<file path="config.mk">
export PLATFORM = sky130hd
export DESIGN_NAME = axi4lite_axi4_conv
export DESIGN_NICKNAME = d
export VERILOG_FILES = /design/src/rtl/axi_pkg.sv /design/src/rtl/axi4lite_axi4_conv.sv
export SDC_FILE = /design/constraint.sdc
export NUM_CORES = 1
export LEC_CHECK = 0
export CAP_MARGIN = 20
export CORE_AREA = 2 2 125 219
export DETAILED_ROUTE_END_ITERATION = 7
export DIE_AREA = 0 0 127 221
export PLACE_DENSITY = 0.49
export SYNTH_ARGS = -nofsm -noshare
export SYNTH_HDL_FRONTEND = slang
export SYNTH_SLANG_ARGS = --single-unit
</file>
<file path="constraint.sdc">
create_clock -name clk_i -period 3.7 [get_ports clk_i]
set_input_delay 0.74 -clock clk_i [delete_from_list [all_inputs] [get_ports clk_i]]
set_output_delay 0.74 -clock clk_i [all_outputs]
set_load 0.005 [all_outputs]
</file>
<file path="src/rtl/axi_pkg.sv">
// Purpose     : shared constants and FSM state types for the AXI4-Lite to AXI4 bridge.
// Latency     : n/a (definitions only).
// Backpressure: n/a (definitions only).
package axi_pkg;

    localparam logic [1:0] BURST_INCR  = 2'b01;
    localparam logic [1:0] RESP_OKAY   = 2'b00;
    localparam logic [1:0] RESP_SLVERR = 2'b10;
    localparam logic [7:0] LEN_SINGLE  = 8'd0;

    typedef enum logic [1:0] {
        W_IDLE   = 2'd0,
        W_ISSUE  = 2'd1,
        W_WAIT_B = 2'd2,
        W_RESP   = 2'd3
    } w_state_t;

    typedef enum logic [1:0] {
        R_IDLE   = 2'd0,
        R_ISSUE  = 2'd1,
        R_WAIT_R = 2'd2,
        R_RESP   = 2'd3
    } r_state_t;

endpackage

</file>
<file path="src/rtl/axi4lite_axi4_conv.sv">
// Purpose     : AXI4-Lite slave to AXI4 master bridge; one write and one read in flight, single-beat bursts.
// Latency     : 1 cycle inport request -> outport valid; 1 cycle outport response -> inport valid.
// Backpressure: inport readies drop once a request is held; every valid stays stable until its handshake.
//
// Ports:
//   clk_i, rst_i (async, active-low)
//   inport_aw*/w*/b*/ar*/r*  : AXI4-Lite slave side
//   outport_aw*/w*/b*/ar*/r* : AXI4 master side (ID = AXI_ID, len 0, INCR, wlast 1)
// Option macro AXI4LITE_AXI4_CONV_ID_CHECK_EN: responses with a foreign ID (or rlast low on
// reads) are reported as SLVERR; without it the response code passes through untouched.
module axi4lite_axi4_conv
    import axi_pkg::*;
#(
    parameter logic [3:0] AXI_ID = 4'd0
) (
    input  logic        clk_i,
    input  logic        rst_i,

    input  logic        inport_awvalid_i,
    input  logic [31:0] inport_awaddr_i,
    output logic        inport_awready_o,
    input  logic        inport_wvalid_i,
    input  logic [31:0] inport_wdata_i,
    input  logic [3:0]  inport_wstrb_i,
    output logic        inport_wready_o,
    output logic        inport_bvalid_o,
    output logic [1:0]  inport_bresp_o,
    input  logic        inport_bready_i,
    input  logic        inport_arvalid_i,
    input  logic [31:0] inport_araddr_i,
    output logic        inport_arready_o,
    output logic        inport_rvalid_o,
    output logic [31:0] inport_rdata_o,
    output logic [1:0]  inport_rresp_o,
    input  logic        inport_rready_i,

    output logic        outport_awvalid_o,
    output logic [31:0] outport_awaddr_o,
    output logic [3:0]  outport_awid_o,
    output logic [7:0]  outport_awlen_o,
    output logic [1:0]  outport_awburst_o,
    input  logic        outport_awready_i,
    output logic        outport_wvalid_o,
    output logic [31:0] outport_wdata_o,
    output logic [3:0]  outport_wstrb_o,
    output logic        outport_wlast_o,
    input  logic        outport_wready_i,
    input  logic        outport_bvalid_i,
    input  logic [1:0]  outport_bresp_i,
    input  logic [3:0]  outport_bid_i,
    output logic        outport_bready_o,
    output logic        outport_arvalid_o,
    output logic [31:0] outport_araddr_o,
    output logic [3:0]  outport_arid_o,
    output logic [7:0]  outport_arlen_o,
    output logic [1:0]  outport_arburst_o,
    input  logic        outport_arready_i,
    input  logic        outport_rvalid_i,
    input  logic [31:0] outport_rdata_i,
    input  logic [1:0]  outport_rresp_i,
    input  logic [3:0]  outport_rid_i,
    input  logic        outport_rlast_i,
    output logic        outport_rready_o
);

    // ------------------------------------------------------------------
    // Response code qualification
    // ------------------------------------------------------------------
    logic [1:0] bresp_chk;
    logic [1:0] rresp_chk;

`ifdef AXI4LITE_AXI4_CONV_ID_CHECK_EN
    assign bresp_chk = (outport_bid_i != AXI_ID) ? RESP_SLVERR : outport_bresp_i;
    assign rresp_chk = ((outport_rid_i != AXI_ID) || !outport_rlast_i) ? RESP_SLVERR : outport_rresp_i;
`else
    // Tags are meaningless with a single outstanding transaction per direction.
    logic unused_resp_tags;
    assign unused_resp_tags = ^{outport_bid_i, outport_rid_i, outport_rlast_i};
    assign bresp_chk        = outport_bresp_i;
    assign rresp_chk        = outport_rresp_i;
`endif

    // ------------------------------------------------------------------
    // Fixed single-beat burst attributes
    // ------------------------------------------------------------------
    assign outport_awid_o    = AXI_ID;
    assign outport_awlen_o   = LEN_SINGLE;
    assign outport_awburst_o = BURST_INCR;
    assign outport_wlast_o   = 1'b1;
    assign outport_arid_o    = AXI_ID;
    assign outport_arlen_o   = LEN_SINGLE;
    assign outport_arburst_o = BURST_INCR;

    // ------------------------------------------------------------------
    // Write path
    // ------------------------------------------------------------------
    w_state_t    w_state_q, w_state_d;
    logic [31:0] aw_addr_q;
    logic [31:0] w_data_q;
    logic [3:0]  w_strb_q;
    logic        aw_held_q, w_held_q;   // inport AW / W captured in W_IDLE
    logic        aw_done_q, w_done_q;   // outport AW / W handshake completed in W_ISSUE
    logic [1:0]  bresp_q;

    assign outport_awaddr_o = aw_addr_q;
    assign outport_wdata_o  = w_data_q;
    assign outport_wstrb_o  = w_strb_q;
    assign inport_bresp_o   = bresp_q;

    always_ff @(posedge clk_i or negedge rst_i) begin
        if (!rst_i) begin
            w_state_q <= W_IDLE;
        end else begin
            w_state_q <= w_state_d;
        end
    end

    always_comb begin
        w_state_d         = w_state_q;
        inport_awready_o  = 1'b0;
        inport_wready_o   = 1'b0;
        outport_awvalid_o = 1'b0;
        outport_wvalid_o  = 1'b0;
        outport_bready_o  = 1'b0;
        inport_bvalid_o   = 1'b0;
        case (w_state_q)
            W_IDLE: begin
                inport_awready_o = !aw_held_q;
                inport_wready_o  = !w_held_q;
                // Either half may arrive this cycle or already be held.
                if ((aw_held_q || inport_awvalid_i) && (w_held_q || inport_wvalid_i)) begin
                    w_state_d = W_ISSUE;
                end
            end
            W_ISSUE: begin
                outport_awvalid_o = !aw_done_q;
                outport_wvalid_o  = !w_done_q;
                if ((aw_done_q || outport_awready_i) && (w_done_q || outport_wready_i)) begin
                    w_state_d = W_WAIT_B;
                end
            end
            W_WAIT_B: begin
                outport_bready_o = 1'b1;
                if (outport_bvalid_i) begin
                    w_state_d = W_RESP;
                end
            end
            W_RESP: begin
                inport_bvalid_o = 1'b1;
                if (inport_bready_i) begin
                    w_state_d = W_IDLE;
                end
            end
            default: w_state_d = W_IDLE;
        endcase
    end

    always_ff @(posedge clk_i or negedge rst_i) begin
        if (!rst_i) begin
            aw_addr_q <= '0;
            w_data_q  <= '0;
            w_strb_q  <= '0;
            aw_held_q <= 1'b0;
            w_held_q  <= 1'b0;
            aw_done_q <= 1'b0;
            w_done_q  <= 1'b0;
            bresp_q   <= RESP_OKAY;
        end else begin
            case (w_state_q)
                W_IDLE: begin
                    if (inport_awvalid_i && !aw_held_q) begin
                        aw_addr_q <= inport_awaddr_i;
                        aw_held_q <= 1'b1;
                    end
                    if (inport_wvalid_i && !w_held_q) begin
                        w_data_q <= inport_wdata_i;
                        w_strb_q <= inport_wstrb_i;
                        w_held_q <= 1'b1;
                    end
                end
                W_ISSUE: begin
                    if (outport_awvalid_o && outport_awready_i) begin
                        aw_done_q <= 1'b1;
                    end
                    if (outport_wvalid_o && outport_wready_i) begin
                        w_done_q <= 1'b1;
                    end
                    // Leaving ISSUE frees the holding slots for the next request.
                    if (w_state_d == W_WAIT_B) begin
                        aw_done_q <= 1'b0;
                        w_done_q  <= 1'b0;
                        aw_held_q <= 1'b0;
                        w_held_q  <= 1'b0;
                    end
                end
                W_WAIT_B: begin
                    if (outport_bvalid_i) begin
                        bresp_q <= bresp_chk;
                    end
                end
                default: ;
            endcase
        end
    end

    // ------------------------------------------------------------------
    // Read path
    // ------------------------------------------------------------------
    r_state_t    r_state_q, r_state_d;
    logic [31:0] ar_addr_q;
    logic [31:0] rdata_q;
    logic [1:0]  rresp_q;

    assign outport_araddr_o = ar_addr_q;
    assign inport_rdata_o   = rdata_q;
    assign inport_rresp_o   = rresp_q;

    always_ff @(posedge clk_i or negedge rst_i) begin
        if (!rst_i) begin
            r_state_q <= R_IDLE;
        end else begin
            r_state_q <= r_state_d;
        end
    end

    always_comb begin
        r_state_d         = r_state_q;
        inport_arready_o  = 1'b0;
        outport_arvalid_o = 1'b0;
        outport_rready_o  = 1'b0;
        inport_rvalid_o   = 1'b0;
        case (r_state_q)
            R_IDLE: begin
                inport_arready_o = 1'b1;
                if (inport_arvalid_i) begin
                    r_state_d = R_ISSUE;
                end
            end
            R_ISSUE: begin
                outport_arvalid_o = 1'b1;
                if (outport_arready_i) begin
                    r_state_d = R_WAIT_R;
                end
            end
            R_WAIT_R: begin
                outport_rready_o = 1'b1;
                if (outport_rvalid_i) begin
                    r_state_d = R_RESP;
                end
            end
            R_RESP: begin
                inport_rvalid_o = 1'b1;
                if (inport_rready_i) begin
                    r_state_d = R_IDLE;
                end
            end
            default: r_state_d = R_IDLE;
        endcase
    end

    always_ff @(posedge clk_i or negedge rst_i) begin
        if (!rst_i) begin
            ar_addr_q <= '0;
            rdata_q   <= '0;
            rresp_q   <= RESP_OKAY;
        end else begin
            case (r_state_q)
                R_IDLE: begin
                    if (inport_arvalid_i) begin
                        ar_addr_q <= inport_araddr_i;
                    end
                end
                R_WAIT_R: begin
                    if (outport_rvalid_i) begin
                        rdata_q <= outport_rdata_i;
                        rresp_q <= rresp_chk;
                    end
                end
                default: ;
            endcase
        end
    end

endmodule

</file>
== After elaboration in Yosys (flattened, before gate mapping) ==
Cells that the tools add are included.

* Flip-flop bits (word level): 144
* Input port bits: 157
* Output and inout port bits: 175
* Logic and storage cells: 85

* Equality and inequality tests: 14
* Muxes and demuxes: 29
* Reduce and logical (&&, ||, !) cells: 29

{| class="wikitable"
|+ Operator list
! operator !! count
|-
| two-way mux 1 bit || 17
|-
| two-way mux 2 bit || 8
|-
| one-hot mux 2 bit (4 select lines) || 2
|-
| != test 2 bit (second input constant) || 7
|-
| AND reduction 2 bit || 7
|-
| equality test 2 bit (second input constant) || 5
|-
| logical AND 1 bit || 6
|-
| AND reduction 3 bit || 2
|-
| nonzero test 2 bit || 3
|-
| equality test 2 x 1 -> 1 bit (second input constant) || 2
|-
| zero test 1 bit || 4
|-
| zero test 2 bit || 2
|-
| logical OR 1 bit || 4
|-
| one-hot mux 1 bit (2 select lines) || 2
|-
| AND reduction 4 bit || 1
|}

== Longest topological paths before layout ==
Gate-level depths: netlist (run 1).

* Depth in word-level cells: 7
* Depth in mapped cells: 6
* Gate-level depth less buffers: 5

== Worst setup path after synthesis (run 1) ==
No wires, ideal clock.

* Path type: input to register
* From: input port inport_wvalid_i
* To: register w_data_q[10] (netlist: outport_wdata_o[10])
* Arrival time: 1544 ps
* Data required time: 3575 ps
* Setup slack: 2031 ps
* Stages on the path: 4
* Buffers on the path: 2
* Cell sequence: nor4b_4 buf_6 buf_8 mux2_2

* Cells in the longest elaborated chain, start to end: 2

{| class="wikitable"
|+ Ends and longest elaborated chain
! item !! line !! text
|-
| from (decl) || axi4lite_axi4_conv.sv:22 || <nowiki>input logic inport_wvalid_i,</nowiki>
|-
| logical AND 1 bit || axi4lite_axi4_conv.sv:175 || <nowiki>if (inport_wvalid_i && !w_held_q) begin</nowiki>
|-
| AND reduction 2 bit (no source line) || -- ||
|-
| to (signal assigned) || axi4lite_axi4_conv.sv:176 || <nowiki>w_data_q <= inport_wdata_i;</nowiki>
|-
| to (decl) || axi4lite_axi4_conv.sv:99 || <nowiki>logic [31:0] w_data_q;</nowiki>
|}

No other way between the ends.
A chain may end at the register's enable or synchronous reset.

== Final worst setup path (run 1) ==
* From: register w_state_q[1]
* To: output port outport_awvalid_o

* Cells in the longest elaborated chain, start to end: 2

{| class="wikitable"
|+ Ends and longest elaborated chain
! item !! line !! text
|-
| from (decl) || axi4lite_axi4_conv.sv:97 || <nowiki>w_state_t w_state_q, w_state_d;</nowiki>
|-
| from (signal assigned) || axi4lite_axi4_conv.sv:114 || <nowiki>w_state_q <= w_state_d;</nowiki>
|-
| equality test 2 x 1 -> 1 bit || axi4lite_axi4_conv.sv:126 || <nowiki>case (w_state_q)</nowiki>
|-
| two-way mux 1 bit || axi4lite_axi4_conv.sv:126 ||
|-
| to (decl) || axi4lite_axi4_conv.sv:37 || <nowiki>output logic outport_awvalid_o,</nowiki>
|}

No other way between the ends.

==> results of run 1 <==
==> cell families (layout without fill, tap and decap cells) <==
family	count (synthesis)	in the layout	synth area share, %
multiplexers	138	138	27.8
AND/OR/NAND/NOR	23	23	2.41
other	2	30	0.126
buffers and inverters	48	333	6.99
adder cells (fa/ha/maj)	4	4	0.837
flip-flops	144	144	60.3
AO/OA/AOI/OAI	10	10	1.55
==> cell type report <==
cell class                 count  share of cell area [%]
clock buffer                  20                    4.64
antenna                        1                  0.0260
timing repair buffer         298                    31.0
tap                          324                    4.21
inverter                       3                   0.117
sequential                   144                    37.4
multi-input combinational    204                    21.4
clock inverter                12                    1.22
==> registers in the layout, summed over array words and instances, names as in the netlist <==
name and count:
outport_wstrb_o 4, inport_bresp_o 2, w_done_q 1, aw_held_q 1, outport_araddr_o 32, w_held_q 1
inport_rdata_o 32, r_state_q 2, aw_done_q 1, w_state_q 2, inport_rresp_o 2, outport_awaddr_o 32
outport_wdata_o 32
==> path summary, 6_finish.rpt <==
kind	slack (ns)	cells past startpoint	end
worst min register to register	0.50	1	outport_araddr_o[31]$_DFFE_PN0P_
worst min-delay path	0.36	1	inport_rdata_o[17]$_DFFE_PN0P_
worst max register to register	1.75	3	outport_awaddr_o[26]$_DFFE_PN0P_
worst max-delay path	1.11	3	outport_awvalid_o
min in group clk_i	0.50	1	outport_araddr_o[31]$_DFFE_PN0P_
max in group asynchronous	2.51	2	outport_awaddr_o[10]$_DFFE_PN0P_
==> cell usage in the layout (no fill, tap or decap) <==
| cell | count |
|---|---|
| nor4b_4 | 1 |
| mux2_2 | 108 |
| mux2_4 | 29 |
| nor2_1 | 6 |
| and2b_1 | 1 |
| clkbuf_1 | 2 |
| o221a_2 | 1 |
| nor3_1 | 1 |
| conb_1 | 29 |
| nand2b_1 | 1 |
| buf_4 | 4 |
| a2111oi_4 | 1 |
| bufinv_16 | 2 |
| diode_2 | 1 |
| dfrtp_1 | 144 |
| a21o_1 | 2 |
| o221ai_1 | 1 |
| mux2i_1 | 1 |
| nand2_1 | 6 |
| clkinv_2 | 7 |
| ha_1 | 4 |
| a21oi_1 | 2 |
| clkinvlp_4 | 3 |
| clkbuf_8 | 1 |
| o21ai_0 | 1 |
| clkdlybuf4s50_1 | 292 |
| o22ai_1 | 1 |
| clkbuf_16 | 17 |
| a221oi_1 | 1 |
| and2_4 | 1 |
| nor3_4 | 1 |
| inv_1 | 3 |
| buf_12 | 1 |
| and2_1 | 1 |
| buf_6 | 1 |
| nor2b_1 | 4 |
==> report_power, final <==
part           internal, µW  leakage, µW  switching (µW)
Sequential             2390      0.00171             466
Clock                   999     0.000275             667
Combinational          2420      0.00206            1060
==> stage by stage <==
step | std cells | setup WS, ns
after detailed placement | 973 | 1.21
final | 1006 | 1.11
after global placement | 973 | 1.27
after global routing | 1006 | 1.02
after CTS | 1005 | 1.08
after floorplan | 396 | 2.03
==> layer usage <==
| layer | track usage, % | vias up | part of all wire [%] |
|---|---|---|---|
| li1 | - | 1819 | - |
| met1 | 11.6 | 2039 | 32 |
| met2 | 23.7 | 200 | 58 |
| met3 | 4.23 | 28 | 7.1 |
| met4 | 5.81 | 0 | 2.8 |
| met5 | 0 | - | 0 |
==> critical path, delay by kind of cell, from the launching register on <==
| kind | cells | cell delay (ns) |
|---|---|---|
| flops | 1 | 0.52 |
| buf+inv | 1 | 0.53 |
| simple gates | 2 | 0.36 |
==> flow_summary.yaml, run 1 <==
detailed_routing:
  drt_iter0_markers: 137
  vias: 4086
  ant_nets: 0
  wl_per_cell_um: 16.9
  viasPerCell: 4.06
  firstDrtPassIters: 4
  drcViolationCount: 0
  drt_wl_total_um: 17000
global_route:
  antenna_found_initial: 1
  grt_usage_pct: 12.4
  grt_overflow: 0
  grt_pass1_vias: 4662
  grt_max_degree: 83
  grt_pass1_wl_um: 26400
yosys:
  syn_inst: 369
  synth_top_cell_by_area: "dfrtp_1"
  synth-edff-count: 0
  yosysSeqAreaShare_pct: 60.3
  yosysWarnings: 0
  syn_area_per_cell_um2: 16.2
  ys.flop_type: "dfrtp_1"
  syn_area_mm2: 0.00598
  synth_seq_cells: 144
  ys_types: 30
  async_flop_share_pct: 100
  synthTopCellsByCount: "dfrtp_1, mux2_2, buf_4, mux2_4"
  synthTopCellsByArea: "dfrtp_1, mux2_2, mux2_4"
  yosysTopAreaCellShare_pct: 60.3
  yosysMostFrequentCell: "dfrtp_1"
final_layout:
  areaGrowthSynthToFinish_pct: 61.1
  utilization_pct: 36.6
  seqCellArea_mm2: 0.00360
  fin_area_mm2: 0.00963
  fillers: 2579
  layout-drive-gt1-share_pct: 26.1
  nets: 829
  multi_input_area_mm2: 0.00206
clock_network:
  htree_levels: 4
  cts_hold_buf: 0
  cts_resized: 0
  cts_buffers: 17
  clock-sinks: 144
  cts_setup_buffers: 0
  cts_tree: "yes"
  clockBufferDepth: 2
  clock_latency_ns: 0.43
  clk_pin_slew_ns: 0.06
  cts-root-buf: "clkbuf_16"
floorplan:
  num_rows: 79
  die_w_um: 127
  start_util_pct: 22.7
  io_pins: 332
  core_area_mm2: 0.0263
  die_y_um: 221
  die-area_mm2: 0.0281
critical_path:
  startpoint: "w_state_q[1]$_DFF_PN0_"
  crit_required_ns: 2.96
  end_kind: "output port"
  cp_slowest_cell: "clkdlybuf4s50_1"
  path_cells: "nand2b_1 > nor2_1 > clkdlybuf4s50_1"
  critical_path.max_stage_delay_ns: 0.53
  criticalPathCategory: "register to output port"
  worstReg2RegStart: "w_state_q[1]$_DFF_PN0_"
  arrival_ns: 1.85
  crit_fanout: 10
  start_kind: "register"
pwr:
  irDropWorstVdd_v: 0.000346
  power.leakage_uw: 0.00404
  power.density_mw_per_mm2: 831
  finalPower_uw: 8000
placed_design:
  place_area_mm2: 0.00906
  portBuffers: 293
  gp_congestion: 0.702
  hpwlAfterDp_um: 12800
sta:
  fin_crit_sh_pct: 69.9
  fin_crit_ns: 2.59
  slew_viol_final: 0
  holdWs_ns: 0.356
  rsz0062_at_grt: "no"
  tns_ns: 0
  finClkSkew_ns: 0.00660
  setup_violations: 0
  slew_headroom_pct: 47.0
  timing.fmax_mhz: 387
  tightestPinTransition_ns: 0.795
  hold_viol_final: 0
run:
  drv_cap: 0
outcome:
  status: "completed"
hold_path:
  hp-class: "input port to asynchronous set/reset pin"
(Power assumes the default switching activity.)
==> run 2: changes to the inputs <==
PLACE_DENSITY = 0.51   (was 0.49)
clock period = 2.1 ns   (was 3.7 ns; I/O delays follow)
==> run 2 against run 1 <==
Register-to-register slack worse by 1.4 ns. Sequential power is 75% higher. Largest power group unchanged. Highest routed layer unchanged. Global-route usage is 0.31 points lower. Final cell count is 0.99% higher. Flip-flop and latch count stayed put. Via count is 0.29% lower. Cell area is 2.1% higher. Power is 78% higher. Utilization is 0.76 points higher. Die area stayed put.
==> flow_summary.yaml, run 2 (synthesized netlist as in run 1, its figures left out) <==
placed_design:
  portBuffers: 293
  hpwlAfterDp_um: 12800
  place_area_mm2: 0.00918
  dp_cells: 979
  gp_congestion: 0.713
critical_path:
  start_kind: "register"
  path_cells: "buf_12 > and2_1 > clkdlybuf4s50_1"
  crit_fanout: 8
  arrival_ns: 1.57
  critical_path.max_stage_delay_ns: 0.45
  criticalPathCategory: "register to output port"
  end_kind: "output port"
  cp_slowest_cell: "clkdlybuf4s50_1"
  crit_required_ns: 1.68
final_layout:
  nets: 841
  antenna_cells: 0
  fin_area_mm2: 0.00983
  layout-drive-gt1-share_pct: 27.9
  areaGrowthSynthToFinish_pct: 64.4
  layout_common_cells: "clkdlybuf4s50_1, dfrtp_1, mux2_2"
  layout_commonest_cell: "clkdlybuf4s50_1"
  fin_cells: 1016
global_route:
  grt_max_degree: 40
  grt_pass1_wl_um: 25700
  grt.busiest_layer: "met2"
  antenna_found_initial: 0
  grt_pass1_vias: 4674
  grtUsageMet2_pct: 23.1
  grtUsageMet1_pct: 11.0
  grt_overflow: 0
  grt_use_met3_pct: 5.10
  grt_usage_pct: 12.1
clock_network:
  cts_tree: "yes"
  clock_latency_ns: 0.43
  clock-sinks: 144
  cts_buffers: 17
  clk_pin_slew_ns: 0.06
  clockBufferDepth: 2
  cts-root-buf: "clkbuf_16"
  htree_levels: 4
detailed_routing:
  firstDrtPassIters: 4
  wl_per_cell_um: 16.2
  drt_iter0_markers: 54
  ant_nets: 0
  drcViolationCount: 0
  viasPerCell: 4.01
  vias: 4074
  drt_wl_total_um: 16500
pwr:
  finalPower_uw: 14200
  power.density_mw_per_mm2: 1450
  irDropWorstVdd_v: 0.000709
  power.leakage_uw: 0.00420
run:
  drv_cap: 0
floorplan:
  start_util_pct: 22.7
  num_rows: 79
  die_y_um: 221
  die-area_mm2: 0.0281
  die_w_um: 127
  io_pins: 332
  core_area_mm2: 0.0263
sta:
  finClkSkew_ns: 0.00585
  slew_viol_final: 0
  rsz0062_at_grt: "no"
  setup_violations: 0
  tns_ns: 0
  fin_crit_sh_pct: 94.8
  fin_crit_ns: 1.99
  hold_viol_final: 0
  timing.fmax_mhz: 503
hold_path:
  hp-class: "input port to asynchronous set/reset pin"
outcome:
  status: "completed"
==> run 2: cell types whose count changed in the layout (fill, tap and decap cells not counted), moves of 3 or more <==
| cell | delta |
|---|---|
| buf_12 | +7 |
| buf_4 | +4 |
| clkbuf_1 | +4 |
| clkdlybuf4s50_1 | -9 |
| clkinv_2 | -4 |
| dlygate4sd2_1 | +5 |
| dlymetal6s2s_1 | +4 |
| ha_1 | -3 |
==> run 2: final timing paths <==
| kind | from | to | slack, ns | depth (start not counted) |
|---|---|---|---|---|
| min | rst_i | outport_araddr_o[28]$_DFFE_PN0P_ | 0.45 | 2 |
| max | w_state_q[1]$_DFF_PN0_ | inport_bvalid_o | 0.11 | 3 |
| min reg2reg | outport_araddr_o[24]$_DFFE_PN0P_ | outport_araddr_o[24]$_DFFE_PN0P_ | 0.50 | 1 |
| min in group clk_i | outport_araddr_o[24]$_DFFE_PN0P_ | outport_araddr_o[24]$_DFFE_PN0P_ | 0.50 | 1 |
| max reg2reg | r_state_q[1]$_DFFE_PN0P_ | r_state_q[1]$_DFFE_PN0P_ | 0.34 | 5 |
| max in group asynchronous | rst_i | inport_rdata_o[7]$_DFFE_PN0P_ | 1.04 | 3 |
==> run 2: cell type report <==
| type | instances | area (µm²) |
|---|---|---|
| fillers | 2540 | 16500 |
| flip-flops and latches | 144 | 3610 |
| repair buffers | 310 | 3170 |
| multi-input cells | 204 | 2080 |
| clock buffers | 25 | 475 |
| well taps | 324 | 405 |
| clock inverters | 6 | 82.6 |
| inverters | 3 | 11.3 |
==> run 2: through the flow <==
step | setup WS [ns] | util [%] | hold WS [ns]
2_1_floorplan | 0.455 | - | 0.124
3_3_place_gp | 0.192 | 34.9 | 0.345
3_5_place_dp | 0.153 | 34.9 | 0.351
4_1_cts | 0.000777 | 37.3 | 0.432
5_1_grt | 0.00967 | 37.4 | 0.458
6_report | 0.110 | 37.4 | 0.452
==> run 2: critical path: cells and delay by family, from the launching register on <==
family        cells  cell delay [ns]
simple gates      1             0.13
buf+inv           2             0.59
flops             1             0.43
==> run 2: repair_timing <==
| item | 4_1_cts | 5_1_grt |
|---|---|---|
| endpoints found under the setup margin | 9 | 4 |
| gates resized for setup | 13 | 6 |
| hold endpoints to repair | 30 | 0 |
| hold buffers | 1 | 0 |
| buffers inserted | 5 | 0 |
==> run 2: per-layer routing <==
| metal | vias up | wire (µm) |
|---|---|---|
| met5 | - | 0 |
| met3 | 21 | 1360 |
| met4 | 0 | 338 |
| met1 | 2006 | 5320 |
| met2 | 212 | 9460 |
| li1 | 1835 | - |
==> run 2: report_power, final <==
part           total, µW  leakage [µW]  switching [µW]  internal (µW)
Combinational       6330       0.00222            1930           4400
Sequential          5000       0.00171             787           4220
Clock               2910      0.000271            1110           1800
==> run 3: changes to the inputs <==
GPL_ROUTABILITY_DRIVEN = 0   (was default)
PLACE_DENSITY = 0.6   (was 0.51)
==> run 3 against run 2 <==
Sequential power about the same. Largest cell class unchanged. Non-clock buffer count up 5. Fmax shrank 1.9%. Hold slack better by 0.045 ns. Register-to-register slack worse by 0.09 ns. Highest routed layer unchanged. Via count increased by 0.17%.
==> flow_summary.yaml, run 3 (synthesized netlist as in run 1, its figures left out) <==
final_layout:
  layout_commonest_cell: "clkdlybuf4s50_1"
  nets: 846
  antenna_cells: 0
  areaGrowthSynthToFinish_pct: 65.7
  fin_area_mm2: 0.00990
  fin_cells: 1022
  layout_common_cells: "clkdlybuf4s50_1, dfrtp_1, mux2_2"
  layout-drive-gt1-share_pct: 29.1
  fillers: 2559
critical_path:
  crit_required_ns: 1.68
  cpLargestDelayFamily: "buffers and inverters"
  arrival_ns: 1.61
  cp_num_buf_inv: 2
  path_cells: "inv_4 > ha_4 > clkdlybuf4s50_1"
  criticalPathCategory: "register to output port"
  start_kind: "register"
  ff2ff_path_depth: 6
  end_kind: "output port"
  critical_path.max_stage_delay_ns: 0.50
  cp_slowest_cell: "clkdlybuf4s50_1"
  crit_fanout: 4
  path_depth: 3
global_route:
  grt_pass1_vias: 4356
  grt_usage_pct: 12.2
  antenna_found_initial: 0
  grt_pass1_wl_um: 25300
  grt_overflow: 0
  grt_max_degree: 47
clock_network:
  cts_tree: "yes"
  htree_levels: 4
  clock_latency_ns: 0.43
  clockBufferDepth: 2
  clk_pin_slew_ns: 0.06
  cts_buffers: 17
  clock-sinks: 144
  cts-root-buf: "clkbuf_16"
detailed_routing:
  dr_wl_met3_um: 1320
  firstDrtPassIters: 4
  drt_iter0_markers: 101
  ant_nets: 0
  wl_per_cell_um: 16.4
  vias: 4081
  wl_met2_um: 9360
  wl_met1_um: 5760
  viasPerCell: 3.99
  drcViolationCount: 0
  drt_wl_total_um: 16800
  routed.top_layer: "met4"
floorplan:
  num_rows: 79
  die_w_um: 127
  start_util_pct: 22.7
  die_y_um: 221
  die-area_mm2: 0.0281
  core_area_mm2: 0.0263
  io_pins: 332
sta:
  holdWs_ns: 0.497
  fin_crit_sh_pct: 96.6
  rsz0062_at_grt: "yes"
  fin_crit_ns: 2.03
  finClkSkew_ns: 0.00819
  slew_viol_final: 0
  hold_viol_final: 0
  timing.fmax_mhz: 493
  setup_violations: 0
  tns_ns: 0
pwr:
  power.leakage_uw: 0.00423
  irDropWorstVdd_v: 0.000812
  power.density_mw_per_mm2: 1460
hold_path:
  hp-class: "input port to asynchronous set/reset pin"
outcome:
  status: "completed"
placed_design:
  portBuffers: 293
  dp_cells: 981
  place_area_mm2: 0.00920
  hpwlAfterDp_um: 12800
run:
  drv_cap: 0
## run 3: cell types whose count changed in the layout (fill, tap and decap cells not counted), sizes merged
cell           previous run  this run
buf                      17        22
clkbuf                   25        23
clkdlybuf4s50           283       286
clkinv                    3         5
dlygate4sd2               5         2
inv                       3         4
## run 3: worst paths after layout
path / slack, ns / startpoint / end
setup / recovery: 0.07 / r_state_q[0]$_DFFE_PN0P_ / inport_arready_o
hold / removal: 0.50 / rst_i / inport_rdata_o[21]$_DFFE_PN0P_
setup reg to reg: 0.25 / r_state_q[1]$_DFFE_PN0P_ / r_state_q[1]$_DFFE_PN0P_
hold reg to reg: 0.50 / inport_rdata_o[20]$_DFFE_PN0P_ / inport_rdata_o[20]$_DFFE_PN0P_
max in group asynchronous: 0.95 / rst_i / outport_wdata_o[5]$_DFFE_PN0P_
min in group clk_i: 0.50 / inport_rdata_o[20]$_DFFE_PN0P_ / inport_rdata_o[20]$_DFFE_PN0P_
## run 3: power breakdown
group | switching [µW] | internal (µW) | leakage [µW]
clock | 1180 | 1870 | 0.000293
sequential | 750 | 4220 | 0.00171
combinational | 1970 | 4450 | 0.00223
## run 3: area by class of cell
cell class | instances | area [µm²] | area share, %
Tap cell | 324 | 405 | 4.09
Sequential cell | 144 | 3610 | 36.4
Inverter | 3 | 13.8 | 0.139
Clock buffer | 23 | 488 | 4.93
Clock inverter | 9 | 105 | 1.06
Multi-Input combinational cell | 204 | 2090 | 21.1
Timing Repair Buffer | 315 | 3200 | 32.3
## run 3: stage by stage
stage	worst slack [ns]	utilization, %	total power [µW]
after floorplan	0.455	-	7600
after global placement	0.185	35.0	11300
after detailed placement	0.160	35.0	11400
after CTS	-0.00179	37.5	14700
after global routing	-0.00396	37.7	15300
final	0.0710	37.7	14400
## run 3: timing repair
| item | CTS | global route |
|---|---|---|
| hold buffers | 1 | 0 |
| resized for setup | 8 | 9 |
| endpoints found under the hold margin | 40 | 0 |
| setup endpoints to repair | 9 | 7 |
| buffers inserted | 7 | 1 |
## run 3: metal layers
| layer | track usage [%] | vias to the layer above |
|---|---|---|
| met5 | 0 | - |
| met4 | 5.07 | 0 |
| met3 | 4.69 | 22 |
| met2 | 22.7 | 200 |
| met1 | 11.7 | 1998 |
| li1 | - | 1861 |
## run 3: worst reg2reg max path, stage by stage, from the launching register on
cell and delay [ns]:
dfrtp_1 0.39, buf_4 0.15, ha_2 0.16, buf_4 0.14
nor2b_1 0.15, a2111oi_4 0.37, mux2_2 0.37
